$ cat src/rtl/universal_result_collector_if.sv
// universal_result_collector_if: systolic result stream in, requantised FIFO drain out.
interface universal_result_collector_if #(
    parameter int DATA_WIDTH   = 8,
    parameter int RESULT_WIDTH = 16,
    parameter int FIFO_DEPTH   = 8,
    parameter int COUNT_WIDTH  = 8
);
    logic [RESULT_WIDTH:0]           input_result;
    logic                            output_ready;
    logic [DATA_WIDTH-1:0]           output_value;
    logic                            output_valid;
    logic [$clog2(FIFO_DEPTH):0]     fifo_count;
    logic [COUNT_WIDTH-1:0]          result_counter;
    logic                            layer_done;
    logic                            overflow;
    modport master (
        output input_result, output_ready,
        input  output_value, output_valid, fifo_count, result_counter, layer_done, overflow
    );
    modport slave (
        input  input_result, output_ready,
        output output_value, output_valid, fifo_count, result_counter, layer_done, overflow
    );
endinterface

$ cat src/rtl/universal_result_collector.sv
// universal_result_collector: requantise the chain's valid results, buffer them and drain via valid/ready.
module universal_result_collector #(
    parameter int DATA_WIDTH   = 8,
    parameter int RESULT_WIDTH = 16,
    parameter int SHIFT        = 2,
    parameter int FIFO_DEPTH   = 8,
    parameter int RESULT_COUNT = 8,
    parameter int COUNT_WIDTH  = 8
) (
    input logic clk,
    input logic reset_n,
    input logic clear,
    universal_result_collector_if.slave bus
);
    localparam int AW   = $clog2(FIFO_DEPTH);
    localparam int CW   = AW + 1;
    localparam int MAXV = (1 << DATA_WIDTH) - 1;

    logic                    stage_valid;
    logic [DATA_WIDTH-1:0]   stage_data;
    logic [DATA_WIDTH-1:0]   mem [FIFO_DEPTH];
    logic [AW-1:0]           wr_ptr, rd_ptr;
    logic [CW-1:0]           count;
    logic [COUNT_WIDTH-1:0]  res_cnt;
    logic                    ovf;
    logic [RESULT_WIDTH-1:0] shifted;
    logic [DATA_WIDTH-1:0]   sat_val;
    logic                    full, pop, push;

    assign shifted = bus.input_result[RESULT_WIDTH-1:0] >> SHIFT;
    assign sat_val = (shifted > RESULT_WIDTH'(MAXV)) ? '1 : shifted[DATA_WIDTH-1:0];
    assign full    = count == CW'(FIFO_DEPTH);
    assign pop     = bus.output_valid && bus.output_ready;
    // A full FIFO still accepts the staged result when the head leaves on the same edge.
    assign push    = stage_valid && (!full || pop);

    always_ff @(posedge clk) begin
        if (!reset_n) begin
            stage_valid <= 1'b0;
            stage_data  <= '0;
            wr_ptr      <= '0;
            rd_ptr      <= '0;
            count       <= '0;
            res_cnt     <= '0;
            ovf         <= 1'b0;
        end else begin
            stage_valid <= bus.input_result[RESULT_WIDTH];
            stage_data  <= sat_val;
            if (clear) begin
                wr_ptr  <= '0;
                rd_ptr  <= '0;
                count   <= '0;
                res_cnt <= '0;
                ovf     <= 1'b0;
            end else begin
                if (push) wr_ptr <= wr_ptr + AW'(1);
                if (pop) rd_ptr <= rd_ptr + AW'(1);
                if (push && !pop) count <= count + CW'(1);
                else if (pop && !push) count <= count - CW'(1);
                if (stage_valid && !push) ovf <= 1'b1;
                if (stage_valid && res_cnt != COUNT_WIDTH'(RESULT_COUNT)) res_cnt <= res_cnt + COUNT_WIDTH'(1);
            end
        end
    end

    always_ff @(posedge clk) begin
        if (reset_n && !clear && push) mem[wr_ptr] <= stage_data;
    end

    // Storage is not reset, so the head is masked to zero while the FIFO is empty.
    assign bus.output_valid   = count != '0;
    assign bus.output_value   = bus.output_valid ? mem[rd_ptr] : '0;
    assign bus.fifo_count     = count;
    assign bus.result_counter = res_cnt;
    assign bus.layer_done     = res_cnt == COUNT_WIDTH'(RESULT_COUNT);
    assign bus.overflow       = ovf;
endmodule

$ cat src/flat_wrapper.sv
// flat-port wrapper written by rule: the top's interface ports become plain ports
module universal_result_collector_flat 
#(
    parameter int DATA_WIDTH   = 8,
    parameter int RESULT_WIDTH = 16,
    parameter int SHIFT        = 2,
    parameter int FIFO_DEPTH   = 8,
    parameter int RESULT_COUNT = 8,
    parameter int COUNT_WIDTH  = 8
)
  (clk, reset_n, clear, bus_input_result, bus_output_ready, bus_output_value, bus_output_valid, bus_fifo_count, bus_result_counter, bus_layer_done, bus_overflow);
  universal_result_collector_if #(.DATA_WIDTH(DATA_WIDTH), .RESULT_WIDTH(RESULT_WIDTH), .FIFO_DEPTH(FIFO_DEPTH), .COUNT_WIDTH(COUNT_WIDTH)) bus_i ();
  input logic clk;
  input logic reset_n;
  input logic clear;
  input wire logic [$bits(bus_i.input_result)-1:0] bus_input_result;
  input wire logic [$bits(bus_i.output_ready)-1:0] bus_output_ready;
  output wire logic [$bits(bus_i.output_value)-1:0] bus_output_value;
  output wire logic [$bits(bus_i.output_valid)-1:0] bus_output_valid;
  output wire logic [$bits(bus_i.fifo_count)-1:0] bus_fifo_count;
  output wire logic [$bits(bus_i.result_counter)-1:0] bus_result_counter;
  output wire logic [$bits(bus_i.layer_done)-1:0] bus_layer_done;
  output wire logic [$bits(bus_i.overflow)-1:0] bus_overflow;
  assign bus_i.input_result = bus_input_result;
  assign bus_i.output_ready = bus_output_ready;
  assign bus_output_value = bus_i.output_value;
  assign bus_output_valid = bus_i.output_valid;
  assign bus_fifo_count = bus_i.fifo_count;
  assign bus_result_counter = bus_i.result_counter;
  assign bus_layer_done = bus_i.layer_done;
  assign bus_overflow = bus_i.overflow;
  universal_result_collector #(.DATA_WIDTH(DATA_WIDTH), .RESULT_WIDTH(RESULT_WIDTH), .SHIFT(SHIFT), .FIFO_DEPTH(FIFO_DEPTH), .RESULT_COUNT(RESULT_COUNT), .COUNT_WIDTH(COUNT_WIDTH)) u_core (.clk(clk), .reset_n(reset_n), .clear(clear), .bus(bus_i));
endmodule
$ cat config.mk
export PLATFORM = sky130hd
export DESIGN_NAME = universal_result_collector_flat
export DESIGN_NICKNAME = d
export VERILOG_FILES = /design/src/rtl/universal_result_collector_if.sv /design/src/rtl/universal_result_collector.sv /design/src/flat_wrapper.sv
export SDC_FILE = /design/constraint.sdc
export NUM_CORES = 1
export LEC_CHECK = 0
export CAP_MARGIN = 20
export CORE_ASPECT_RATIO = 2
export CORE_UTILIZATION = 35
export CTS_CLUSTER_SIZE = 40
export DETAILED_ROUTE_END_ITERATION = 10
export SYNTH_ARGS = -nofsm -noshare
export SYNTH_HDL_FRONTEND = slang
export SYNTH_SLANG_ARGS = --single-unit
$ cat constraint.sdc
create_clock -name clk -period 4.15 [get_ports clk]
set_clock_uncertainty 0.1 [all_clocks]
set_input_delay 1.245 -clock clk [delete_from_list [all_inputs] [get_ports clk]]
set_output_delay 1.245 -clock clk [all_outputs]
set_load 0.02 [all_outputs]
# Word-level counts from Yosys, hierarchy flattened
# Memories as Yosys holds them, arrays and structs flattened. A register that Yosys moved wholly into a read port is not among the register bits.
# Cells that the tools add are included.
dict set report classes {
  n_addsub 5
  magnitude_cmp 1
  n_eq_ne 3
  muxes 8
  bitwise_logic 1
  n_reduce_logical 16
}
# cell n
set op_table {}
lappend op_table {{two-way mux 8 bit} 2}
lappend op_table {{> comparator 14 x 8 -> 1 bit (second input constant)} 1}
lappend op_table {{adder 8 x 1 -> 8 bit (second input constant)} 1}
lappend op_table {{equality test 8 x 4 -> 1 bit (second input constant)} 1}
lappend op_table {{logical AND 1 bit} 8}
lappend op_table {{two-way mux 4 bit} 2}
lappend op_table {{!= test 8 x 4 -> 1 bit (second input constant)} 1}
lappend op_table {{adder 3 x 1 -> 3 bit (second input constant)} 2}
lappend op_table {{two-way mux 3 bit} 2}
lappend op_table {{adder 4 x 1 -> 4 bit (second input constant)} 1}
lappend op_table {{equality test 4 bit (second input constant)} 1}
lappend op_table {{logical NOT 1 bit} 4}
lappend op_table {{nonzero test 4 bit} 1}
lappend op_table {{subtractor 4 x 1 -> 4 bit (second input constant)} 1}
lappend op_table {{two-way mux 1 bit} 2}
lappend op_table {{nonzero test 2 bit} 1}
lappend op_table {{OR reduction 2 bit} 1}
lappend op_table {{logical OR 1 bit} 1}
lappend op_table {{NOT 1 bit} 1}
dict set report word_totals {
  regBits 28
  mem_bits_rw 64
  output_inout_bits 23
  wordCells 42
  n_memories 1
}
# name words width rd rd_ports_with_merged_regs write_ports line
set mem_list {}
lappend mem_list {u_core.mem 8 8 1 1 1 universal_result_collector.sv:21} ;# logic [DATA_WIDTH-1:0] mem [FIFO_DEPTH];

# Longest topological paths before layout
# Gate-level depths: netlist (run 1).
dict set report depth {
  ltp_word 8
  mapped_depth 11
  mapped_depth_nobuf 11
}

# Least setup slack after synthesis (run 1)
# No wires, ideal clock.
dict set report synth_path {
  kind {input -> register}
  from {input port bus_output_ready}
  to {register u_core.count[3] (netlist: u_core.bus.fifo_count[3])}
  setup_ps 116
  arrival_ps 2807
  setup_slack_ps 1128
  cell_stages 9
  path_buffers 0
  path_cell_list {nand2b_1 -> o21a_4 -> ha_1 -> inv_1 -> ha_1 -> a21oi_1 -> a211o_1 -> a211oi_1 -> a31o_1}
}
dict set report synth_via {
  elab_chain_cells 6
  word_cells_on_any_way 9
  cone_classes {mux: 1; reduce/logical: 8}
}
# element line
set synth_rtl {}
lappend synth_rtl {{start: declaration} flat_wrapper.sv:17} ;# input wire logic [$bits(bus_i.output_ready)-1:0] bus_output_ready;
lappend synth_rtl {{logical AND 1 bit *} universal_result_collector.sv:33} ;# assign pop = bus.output_valid && bus.output_ready;
lappend synth_rtl {{logical OR 1 bit *} universal_result_collector.sv:35} ;# assign push = stage_valid && (!full || pop);
lappend synth_rtl {{logical AND 1 bit *} universal_result_collector.sv:35}
lappend synth_rtl {{net u_core.push} universal_result_collector.sv:28} ;# logic full, pop, push;
lappend synth_rtl {{logical NOT 1 bit} universal_result_collector.sv:59} ;# else if (pop && !push) count <= count - CW'(1);
lappend synth_rtl {{logical AND 1 bit} universal_result_collector.sv:59}
lappend synth_rtl {{nonzero test 2 bit (no source line)} --}
lappend synth_rtl {{end signal: assignment} universal_result_collector.sv:58} ;# if (push && !pop) count <= count + CW'(1);
lappend synth_rtl {{end signal: assignment} universal_result_collector.sv:59}
lappend synth_rtl {{end: declaration} universal_result_collector.sv:23} ;# logic [CW-1:0] count;
# Mark *: on every way through the listed nets, which the timed path passes. The rest lies on a longest branch.
# A chain may end at the register's enable or synchronous reset.

==> summary.md, run 1 <==
| Metric | Value |
|---|---|
| Register area share after synthesis | 66.5% |
| Slowest cell on crit path | mux4_2 |
| Clock-pin slew on the worst setup and hold paths | 0.07 ns |
| R2r startpoint | u_core.bus.fifo_count[0]$_SDFFE_PP0P_ |
| GR Util met3 | ~3.4% |
| First-pass GRT wire length | ~12000 um |
| Final Critical Period | approximately 3.7 ns |
| Status | complete, no violations |
| Peak supply drop | between 0.2 and 0.3 mV |
| M1 GR Usage | 14.7% |
| Synth Cell Area | 3820 um^2 |
| Setup crit end kind | primary output |
| P_leak | about 0.0016 uW |
| CTS Buffer Depth | 2 |
| Top post-synthesis cells by area | edfxtp_1 (50%), dfxtp_1 (16%), mux4_2 (9.4%) |
| Largest net degree at the start of global routing | 21 |
| CTS tree | yes |
| Flop and latch count out of synthesis | 95 |
| Clock Sink Count | between 90 and 100 |
| Crit path launch type | flop |
| Global route hottest layer | met2 |
| Top FF cell, synth | edfxtp_1 |
| Final WL | 7560 um |
| Clock latency at the later pin of the worst-skew pair | 0.34 ns |
| Fill count | between 900 and 1000 |
| Vias/cell | 4.88 |
| R2r setup slk | 1.43 ns |
| IO Count | between 40 and 50 |
| Via Count | about 2200 |
| Hold-fix buffers, CTS | 0 |
| Final setup violation count | 0 |
| Total power | 2080 uW |
| RSZ-0062 raised after global routing | no |
| Period utilization | between 90% and 100% |
| Die Y | between 100 and 150 um |
| Cell Area, Placed | 4450 um^2 |
| CP required | 2.80 ns |
| Antenna violations before repair | 0 |
| GR Util met2 | 28.1% |
| Hold WS | 0.377 ns |
| CTS Buf Count | 9 |
| CP peak stage delay | 0.56 ns |
| Final Instance Area | 4750 um^2 |
| # DRC | 0 |
| Syn. warnings | 0 |
| Gpl congestion | 0.739 |
| Detail Route Antenna Nets | 0 |
| Worst hold path class | flop to flop |
| Row cnt | 53 |
| Final hold violations | 0 |
| Worst path arrival time | 2.40 ns |
| DRT iter0 DRCs | 63 |
| Vias in the first global route | 2291 |
| Top cell type's share of synthesized area | 50.3% |
| Layout cells sized above 1 | about 18% |
| Initial core utilization | 36.3% |
| Power per cell area | 438 nW/um^2 |
| Post-Synthesis Cells | roughly 240 |
| Min-delay src | u_core.bus.overflow$_SDFFE_PP0P_ |
| CP cell instances | buf_4 -> mux4_2 -> mux2i_1 -> nor2_1 -> clkdlybuf4s50_1 |
| Crit Path Max Fanout | 16 |
| IO Port Bufs | 41 |
| Mean routed wirelength per cell | 17.1 um |
| EDFF count, synth | 64 |
| Pre-Repair DR Iteration Count | 4 |
| Mapped Nets | 272 |
| Final #Nets | 328 |
| Gr usage total | around 15% |
| Total negative slack | 0 ns |
| Max-slew violations | 0 |
| H-Tree Depth | 3 |
| Die area | approximately 11000 um^2 |
| Core area | 10500 um^2 |
| Mean Syn Cell Area | roughly 16 um^2 |
| Die width | 75.9 um |
| Kind of critical path | flop to primary output |
| Max_slew headroom | 57.6% |
| Worst-Margin Slew | 0.635 ns |
| Post-CTS setup buffers | 0 |
| Cell variety after synth | 44 |
| Most frequent cells in the layout | edfxtp_1 (64), clkdlybuf4s50_1 (41), nor2_1 (37), dfxtp_1 (31), mux4_2 (16) |
| Root Buffer | clkbuf_16 |
| Antenna Cells | 0 |
| Most common cell after layout, fill and taps aside | edfxtp_1 |
| Area growth from synthesis to layout | 24.2% |
| Placed wire-length estimate | about 5400 um |
| Fmax | roughly 270 MHz |
| PostCTS Resize Cnt | 0 |
| Max-cap viol count | 0 |
| Async set-or-reset flop fraction in the synthesized netlist | 0% |
| Total congestion overflow | 0 |
| Synth area leader | edfxtp_1 |
[per-stage QoR]
| stage | std cells | setup WS (ns) | util [%] |
|---|---|---|---|
| floorplan | 243 | 1.13 | - |
| global placement | 425 | 0.460 | 42.2 |
| detailed placement | 425 | 0.409 | 42.2 |
| CTS | 441 | 0.326 | 45.0 |
| global route | 441 | 0.272 | 45.0 |
| finish | 441 | 0.401 | 45.0 |
[layout make-up]
class | count | area (um^2) | share of cell area [%]
timing repair buffer | 54 | 508 | 10.7
clock inverter | 7 | 77.6 | 1.63
multi-input combinational | 135 | 1210 | 25.4
sequential | 95 | 2540 | 53.5
inverter | 4 | 17.5 | 0.369
tap | 137 | 171 | 3.61
clock buffer | 9 | 225 | 4.74
[synthesized netlist by cell type, types with 2 or more instances]
| master | count |
|---|---|
| a21oi_1 | 3 |
| and2_1 | 2 |
| buf_2 | 2 |
| buf_6 | 2 |
| clkbuf_1 | 2 |
| dfxtp_1 | 31 |
| edfxtp_1 | 64 |
| ha_1 | 7 |
| inv_1 | 3 |
| mux2i_1 | 11 |
| mux4_2 | 16 |
| nand2_1 | 3 |
| nand2b_1 | 4 |
| nand3_1 | 6 |
| nand3_2 | 2 |
| nand4_1 | 2 |
| nor2_1 | 37 |
| nor3_1 | 2 |
| o211ai_1 | 2 |
| o21a_1 | 8 |
| xnor2_1 | 3 |
| xor2_1 | 9 |
[worst max-delay path: cells and delay by family (launching register included)]
| kind | cells | cell delay [ns] |
|---|---|---|
| multiplexers | 2 | 0.81 |
| buffers and inverters | 2 | 0.86 |
| flip-flops | 1 | 0.31 |
| AND/OR/NAND/NOR | 1 | 0.07 |
[sequential cells by signal (all words and copies together) (netlist names), named ones only]
signal,count
u_core.wr_ptr,3
u_core.bus.fifo_count,4
u_core.bus.result_counter,8
u_core.stage_data,8
u_core.bus.overflow,1
u_core.mem,64
u_core.stage_valid,1
u_core.rd_ptr,3
[cell families (layout without fill, tap and decap cells)]
group,Yosys count,after routing,synth area share (%)
buf+inv,13,74,1.93
fa+ha+maj,8,8,2.81
xor+xnor,13,13,3.18
compound gates,19,19,3.86
flops,95,95,66.5
mux,27,27,12.3
simple gates,68,68,9.39
[power breakdown]
part	internal, uW	switching, uW
Sequential	1020	19.3
Clock	474	362
Combinational	98.1	105
Total	1590	486
[routing by layer]
metal / wire, um / part of all wire [%] / vias to the layer above
li1: - / - / 1018
met1: 2580 / 34 / 1062
met2: 4420 / 59 / 49
met3: 292 / 3.9 / 21
met4: 263 / 3.5 / 0
met5: 0 / 0 / -
[final timing paths]
kind,end,cells past startpoint
max,bus_output_value[5],5
min,u_core.bus.overflow$_SDFFE_PP0P_,2
max reg2reg,u_core.bus.fifo_count[3]$_SDFFE_PP0P_,11
min reg2reg,u_core.bus.overflow$_SDFFE_PP0P_,2
Note: power is estimated with default switching activity, not from simulation.
==> inputs of run 2 (changes only) <==
--- a/config.mk
+++ b/config.mk
@@ -8,7 +8,6 @@
 export CAP_MARGIN = 20
 export CORE_ASPECT_RATIO = 2
 export CORE_UTILIZATION = 35
-export CTS_CLUSTER_SIZE = 40
 export DETAILED_ROUTE_END_ITERATION = 10
 export SYNTH_ARGS = -nofsm -noshare
 export SYNTH_HDL_FRONTEND = slang
==> results of run 2 <==
Same layout as run 1: the final DEF is identical, and so are final timing and power.
